===== src/rtl/cpu_datapath_pkg.sv =====
// rtl/cpu_datapath_pkg.sv - shared opcode encodings and default widths for the CPU datapath
//
// Purpose : one place for the opcode constants and the default
//           data/address/opcode widths. The controller and the datapath
//           both import this package.
// Ports   : none (package)
// Config  : CPU_DATAPATH_CARRY_EN adds an ADD carry flag in cpu_alu and cpu_datapath
package cpu_datapath_pkg;

    localparam int DWIDTH_DEF = 8;
    localparam int AWIDTH_DEF = 5;
    localparam int OPW_DEF    = 3;

    typedef enum logic [2:0] {
        OP_HLT = 3'b000,
        OP_SKZ = 3'b001,
        OP_ADD = 3'b010,
        OP_AND = 3'b011,
        OP_XOR = 3'b100,
        OP_LDA = 3'b101,
        OP_STO = 3'b110,
        OP_JMP = 3'b111
    } opcode_e;

    // Opcodes whose ALU result is simply the current accumulator.
    function automatic logic is_passthrough(input opcode_e op);
        return (op == OP_HLT) || (op == OP_SKZ) || (op == OP_STO) || (op == OP_JMP);
    endfunction

endpackage


===== src/rtl/cpu_alu.sv =====
// rtl/cpu_alu.sv - combinational ALU for the 8-bit RISC CPU datapath
//
// Purpose : computes the accumulator's next value from opcode, AC and
//           the memory read data. No state.
// Ports   : i_opcode  opcode field of the instruction register
//           i_ac      current accumulator
//           i_data    memory read data
//           o_result  ALU result (candidate next AC)
//           o_carry   ADD carry-out, 0 for other opcodes
//                     (present only with CPU_DATAPATH_CARRY_EN)
// Config  : CPU_DATAPATH_CARRY_EN
module cpu_alu
    import cpu_datapath_pkg::*;
#(
    parameter int DWIDTH = DWIDTH_DEF,
    parameter int OPW    = OPW_DEF
) (
    input  logic [OPW-1:0]    i_opcode,
    input  logic [DWIDTH-1:0] i_ac,
    input  logic [DWIDTH-1:0] i_data,
`ifdef CPU_DATAPATH_CARRY_EN
    output logic              o_carry,
`endif
    output logic [DWIDTH-1:0] o_result
);

    opcode_e w_op;
    assign w_op = opcode_e'(i_opcode);

`ifdef CPU_DATAPATH_CARRY_EN
    // One extra bit so the ADD carry can be reported.
    logic [DWIDTH:0] w_sum;
    assign w_sum = {1'b0, i_ac} + {1'b0, i_data};
`else
    // Carry is dropped: the sum wraps modulo 2^DWIDTH.
    logic [DWIDTH-1:0] w_sum;
    assign w_sum = i_ac + i_data;
`endif

    always_comb begin
        o_result = i_ac;
`ifdef CPU_DATAPATH_CARRY_EN
        o_carry  = 1'b0;
`endif
        if (!is_passthrough(w_op)) begin
            case (w_op)
                OP_ADD: begin
                    o_result = w_sum[DWIDTH-1:0];
`ifdef CPU_DATAPATH_CARRY_EN
                    o_carry  = w_sum[DWIDTH];
`endif
                end
                OP_AND:  o_result = i_ac & i_data;
                OP_XOR:  o_result = i_ac ^ i_data;
                OP_LDA:  o_result = i_data;
                default: o_result = i_ac;
            endcase
        end
    end

endmodule


===== src/rtl/cpu_datapath.sv =====
// rtl/cpu_datapath.sv - IR, accumulator, program counter and address mux of the 8-bit RISC CPU
//
// Purpose : register/mux stage driven by the sequencer strobes. Feeds the
//           opcode and zero flag back to the controller.
// Ports   : clk       system clock, rising edge
//           rst       synchronous active-high reset
//           ld_ir     load IR from data_in
//           ld_ac     load AC from ALU result
//           ld_pc     load PC from IR address field (wins over inc_pc)
//           inc_pc    increment PC (wraps at 2^AWIDTH)
//           sel       address select: 1 = PC, 0 = IR address field
//           data_e    drive AC onto the data bus
//           data_in   memory read data
//           data_out  write data, always AC
//           data_oe   data bus output enable (= data_e)
//           addr      memory address
//           opcode    IR opcode field
//           zero      AC == 0
//           carry     ADD carry flag (only with CPU_DATAPATH_CARRY_EN)
// Config  : CPU_DATAPATH_CARRY_EN
// AWIDTH must equal DWIDTH-OPW: the IR is exactly opcode + address.
module cpu_datapath
    import cpu_datapath_pkg::*;
#(
    parameter int DWIDTH = DWIDTH_DEF,
    parameter int AWIDTH = AWIDTH_DEF,
    parameter int OPW    = OPW_DEF
) (
    input  logic              clk,
    input  logic              rst,
    input  logic              ld_ir,
    input  logic              ld_ac,
    input  logic              ld_pc,
    input  logic              inc_pc,
    input  logic              sel,
    input  logic              data_e,
    input  logic [DWIDTH-1:0] data_in,
    output logic [DWIDTH-1:0] data_out,
    output logic              data_oe,
    output logic [AWIDTH-1:0] addr,
    output logic [OPW-1:0]    opcode,
`ifdef CPU_DATAPATH_CARRY_EN
    output logic              carry,
`endif
    output logic              zero
);

    logic [DWIDTH-1:0] r_ir;
    logic [DWIDTH-1:0] r_ac;
    logic [AWIDTH-1:0] r_pc;

    logic [AWIDTH-1:0] w_ir_addr;
    logic [DWIDTH-1:0] w_alu_result;

    assign opcode    = r_ir[DWIDTH-1 -: OPW];
    assign w_ir_addr = r_ir[AWIDTH-1:0];

`ifdef CPU_DATAPATH_CARRY_EN
    logic w_alu_carry;
    logic r_carry;
`endif

    cpu_alu #(
        .DWIDTH (DWIDTH),
        .OPW    (OPW)
    ) u_alu (
        .i_opcode (opcode),
        .i_ac     (r_ac),
        .i_data   (data_in),
`ifdef CPU_DATAPATH_CARRY_EN
        .o_carry  (w_alu_carry),
`endif
        .o_result (w_alu_result)
    );

    always_ff @(posedge clk) begin
        if (rst) begin
            r_ir <= '0;
        end else if (ld_ir) begin
            r_ir <= data_in;
        end
    end

    always_ff @(posedge clk) begin
        if (rst) begin
            r_ac <= '0;
        end else if (ld_ac) begin
            r_ac <= w_alu_result;
        end
    end

`ifdef CPU_DATAPATH_CARRY_EN
    // The ALU already forces carry to 0 for non-ADD opcodes, so any
    // ld_ac simply captures it.
    always_ff @(posedge clk) begin
        if (rst) begin
            r_carry <= 1'b0;
        end else if (ld_ac) begin
            r_carry <= w_alu_carry;
        end
    end

    assign carry = r_carry;
`endif

    // ld_pc beats inc_pc so the JMP final state (both asserted) lands
    // exactly on the target address.
    always_ff @(posedge clk) begin
        if (rst) begin
            r_pc <= '0;
        end else if (ld_pc) begin
            r_pc <= w_ir_addr;
        end else if (inc_pc) begin
            r_pc <= r_pc + AWIDTH'(1);
        end
    end

    assign addr     = sel ? r_pc : w_ir_addr;
    assign data_out = r_ac;
    assign data_oe  = data_e;
    assign zero     = (r_ac == '0);

endmodule


===== config.mk =====
export PLATFORM = sky130hd
export DESIGN_NAME = cpu_datapath
export DESIGN_NICKNAME = d
export VERILOG_FILES = /design/src/rtl/cpu_datapath_pkg.sv /design/src/rtl/cpu_alu.sv /design/src/rtl/cpu_datapath.sv
export SDC_FILE = /design/constraint.sdc
export NUM_CORES = 1
export LEC_CHECK = 0
export CORE_ASPECT_RATIO = 0.75
export CORE_UTILIZATION = 54
export CTS_CLUSTER_SIZE = 30
export DETAILED_ROUTE_END_ITERATION = 8
export PLACE_DENSITY = 0.85
export SLEW_MARGIN = 20
export SYNTH_ARGS = -nofsm -noshare
export SYNTH_HDL_FRONTEND = slang
export SYNTH_SLANG_ARGS = --single-unit

===== constraint.sdc =====
create_clock -name clk -period 3.85 [get_ports clk]
set_clock_uncertainty 0.05 [all_clocks]
set_input_delay 1.155 -clock clk [delete_from_list [all_inputs] [get_ports clk]]
set_output_delay 1.155 -clock clk [all_outputs]
set_load 0.02 [all_outputs]

* Word-level counts from Yosys, hierarchy flattened
Index checks and enable logic that the tools add are counted.
Storage, ports and cells: flip-flop bits (word level) 21, output and inout bits 18, logic and storage cells 27
Cells by class: $add $sub $neg 2, equal/unequal tests 7, muxes and demuxes 4, bitwise gates (word level) 3, reduce and logical (&&, ||, !) cells 8
Operator list (count):
- one-hot mux 8 bit (4 select lines) | 1
- 2-to-1 mux 5 bit | 3
- == test 3 bit, second input constant | 4
- adder 8 bit | 1
- AND 8 bit | 1
- zero test 8 bit | 1
- bitwise XOR 8 bit | 1
- == test 3 x 2 -> 1 bit, second input constant | 2
- adder 5 x 1 -> 5 bit, second input constant | 1
- nonzero test 4 bit | 1
- == test 3 x 1 -> 1 bit, second input constant | 1
- zero test 3 bit | 1
- logical OR 1 bit | 3
- AND reduction 3 bit | 1
- nonzero test 2 bit | 1
- NOT 1 bit | 1

* Longest topological paths before layout
depth in word-level cells 6, gate-level depth with buffers 6, depth with buffers taken out 6

* Modules after synthesis
A second synthesis with hierarchy kept.
Second synthesis, totals: cells, all modules 189, area total of the unflattened synthesis 1585.3 um^2
By module, submodules not included:
- cpu_datapath | instances 1, cells an instance 96, area each 917.1 um^2, seq. area each 420.4 um^2
- cpu_alu | instances 1, cells an instance 93, area each 668.1 um^2, seq. area each 0.0 um^2

* Least setup slack after synthesis
OpenSTA, ideal clock, no wires.
path kind input to output, from input port sel, to output port addr[0], arrival 1.520 ns, required time 2.645 ns, path slack 1.125 ns, stages 1, path buffers 0, cell sequence mux2_2
On the way: longest elaborated chain between the ends 1
Ends and longest elaborated chain:
- start: declaration | RTL line cpu_datapath.sv:35 | input logic sel,
- 2-to-1 mux 5 bit | RTL line cpu_datapath.sv:118 | assign addr = sel ? r_pc : w_ir_addr;
- end: declaration | RTL line cpu_datapath.sv:40 | output logic [AWIDTH-1:0] addr,
Every way passes these cells.

* Worst setup path in the final report
from input port sel, to output port addr[2]
The elaborated chain is that of the path after synthesis.

==> results.toml <==
[logic_synthesis]
syn_area_per_cell_um2 = 9.05
yosys_warnings = 0
syn_nets = 192
ys.flop_type = "dfxtp_1"
synth_seq_cells = 21
synthArstFlopShare = 0
yosysSeqAreaShare = 0.280
synth_edf_count = 0
synthCells = 166
syn-cell-area_mm2 = 0.00150
ys_types = 45

[die]
dieArea_mm2 = 0.00300
fp.dieW_um = 62.9
core_mm2 = 0.00262
std_cell_rows = 16
die_y_um = 47.7
io_pins = 34
initial_core_util = 0.573

[setup_path]
reg2reg_depth = 6
rrSetupSlack_ns = 1.71
path_class = "in -> out"
path_max_fanout = 5
slowest_delay_ns = 0.53
required_ns = 2.64
critPathTopFamily = "buffers and inverters"
cp.depth = 3
critPathCaptureType = "output pin"
setup.worst_path.start_class = "primary input"
cp_slowest_cell = "clkdlybuf4s50_1"
arrival_ns = 2.26
path_cells = "dlymetal6s2s_1 -> mux2_2 -> clkdlybuf4s50_1"
critPathBufInv = 2

[timing]
slew_headroom = 0.585
final-setup-viol-count = 0
finalCriticalPeriod_ns = 3.47
fmax_ghz = 0.288
rsz0062_at_grt = "false"
worst_pin_slew_ns = 0.622
finalHoldViolations = 0
holdWs_ns = 0.473
finalMaxSlewViolations = 0
tns_ns = 0
period_share = 0.901

[layout]
final_common_cell = "clkdlybuf4s50_1"
final_core_util = 0.705
mostFrequentLayoutCells = "clkdlybuf4s50_1, nor2_1, dfxtp_1"
drive_gt1_frac = 0.0885
areaGrowthSynthToFinish_pct = 23.0
diodes = 0
final_area_mm2 = 0.00185
fin_nets = 219

[grt]
track_usage = 0.279
overflow = 0
grt_max_degree = 17
grt_pass1_wl_um = 6270
grt_pass1_vias = 1316
antenna_found_initial = 0

[routing]
first_pass_iters = 4
ant_nets = 0
finalWirelength_um = 3990
wl_per_cell_um = 17.5
met2_length_um = 1840
met1_length_um = 1780
via_count = 1440
wl_met3_um = 313
highest_layer = "met4"
drt_iter0_markers = 98
drc = 0
viasPerCell = 6.32

[worst_hold_path]
hold_class = "reg -> reg"
whs_path_depth = 2

[placed_design]
routabilityCongestion = 0.887
place_hpwl_um = 2970
port_buffers = 31
dpl_cell_area_mm2 = 0.00181

[clock_network]
path_clk_slew_ns = 0.08
tritoncts = "yes"
clock_path_buffers = 2
hold_buffers = 0
cts_made_buffers = 3
cts_resized = 4
h-tree-depth = 1
cts_root_buf = "clkbuf_8"
clock_latency_ns = 0.26
cts.sinks = 21
post-cts-setup-buffers = 0

[run]
drv_cap = 0

[power]
power.leakage_uw = 0.000790
ir_drop_v = 0.000191
finalPower_uw = 606
power_density_mw_per_mm2 = 328

[outcome]
outcome = "finished clean"
==> layout make-up <==
cell class              count  area, um^2
clock buffers               4        45.0
fillers                   225         774
inverters                   1        3.75
multi-input cells         133        1010
flip-flops and latches     21         420
well taps                  36        45.0
repair buffers             33         323
==> power breakdown <==
group          total (uW)  switching (uW)  internal, uW  leakage, uW
sequential            248            16.2           232     0.000172
clock                 151            77.3          73.9    0.0000228
combinational         207             109          98.4     0.000595
==> cell usage after synthesis, drive strengths merged, types with 2 or more instances <==
cell | count | share of area
nand2 | 7 | 0.017
a21oi | 9 | 0.030
a21o | 4 | 0.020
nand2b | 2 | 0.0083
a211o | 2 | 0.012
or4 | 2 | 0.010
xnor2 | 5 | 0.029
a211oi | 3 | 0.015
mux2i | 17 | 0.11
nand3b | 3 | 0.015
o21ai | 2 | 0.0067
nand4 | 2 | 0.0083
o41ai | 2 | 0.012
nor2 | 22 | 0.057
a221oi | 2 | 0.012
xor2 | 3 | 0.017
ha | 9 | 0.075
clkbuf | 5 | 0.012
mux2 | 8 | 0.060
a22oi | 3 | 0.015
a2111oi | 2 | 0.017
o22ai | 3 | 0.012
buf | 6 | 0.032
nand3 | 2 | 0.0067
o2111ai | 2 | 0.012
dfxtp | 21 | 0.28
or3 | 2 | 0.0083
o211ai | 2 | 0.010
==> tightest hold or removal path, stage by stage (launching register included) <==
cell and delay [ns]:
dfxtp_1 0.34, nand2_1 0.07, a21oi_1 0.06
==> registers in the layout (all words and copies together), names as in the netlist <==
| register | count |
|---|---|
| data_out | 8 |
| r_ir | 8 |
| r_pc | 5 |
==> per-layer routing <==
metal	global-route usage	vias to the layer above
li1	-	679
met1	0.364	685
met2	0.473	68
met3	0.0690	8
met4	0.0744	0
met5	0	-
==> worst paths after layout <==
path	startpoint	end
min reg2reg	data_out[0]	data_out[0]
max	sel	addr[2]
max reg2reg	data_out[0]	data_out[6]
min	data_out[0]	data_out[0]
==> stage by stage <==
stage                     worst slack, ns  std cells
after floorplan                      1.13        166
after global placement             0.0258        224
after detailed placement          -0.0250        224
after CTS                         0.00582        228
after global routing                0.339        228
final                               0.383        228
==> cell families (layout without fill, tap and decap cells) <==
logic type	after synthesis	after routing	synth area share
AO/OA/AOI/OAI	40	40	0.196
XOR/XNOR	8	8	0.0466
adder cells (fa/ha/maj)	10	10	0.0883
buffers and inverters	12	38	0.0475
flip-flops	21	21	0.280
multiplexers	25	25	0.173
AND/OR/NAND/NOR	50	50	0.169
No activity file was read; power rests on OpenSTA's default activity.
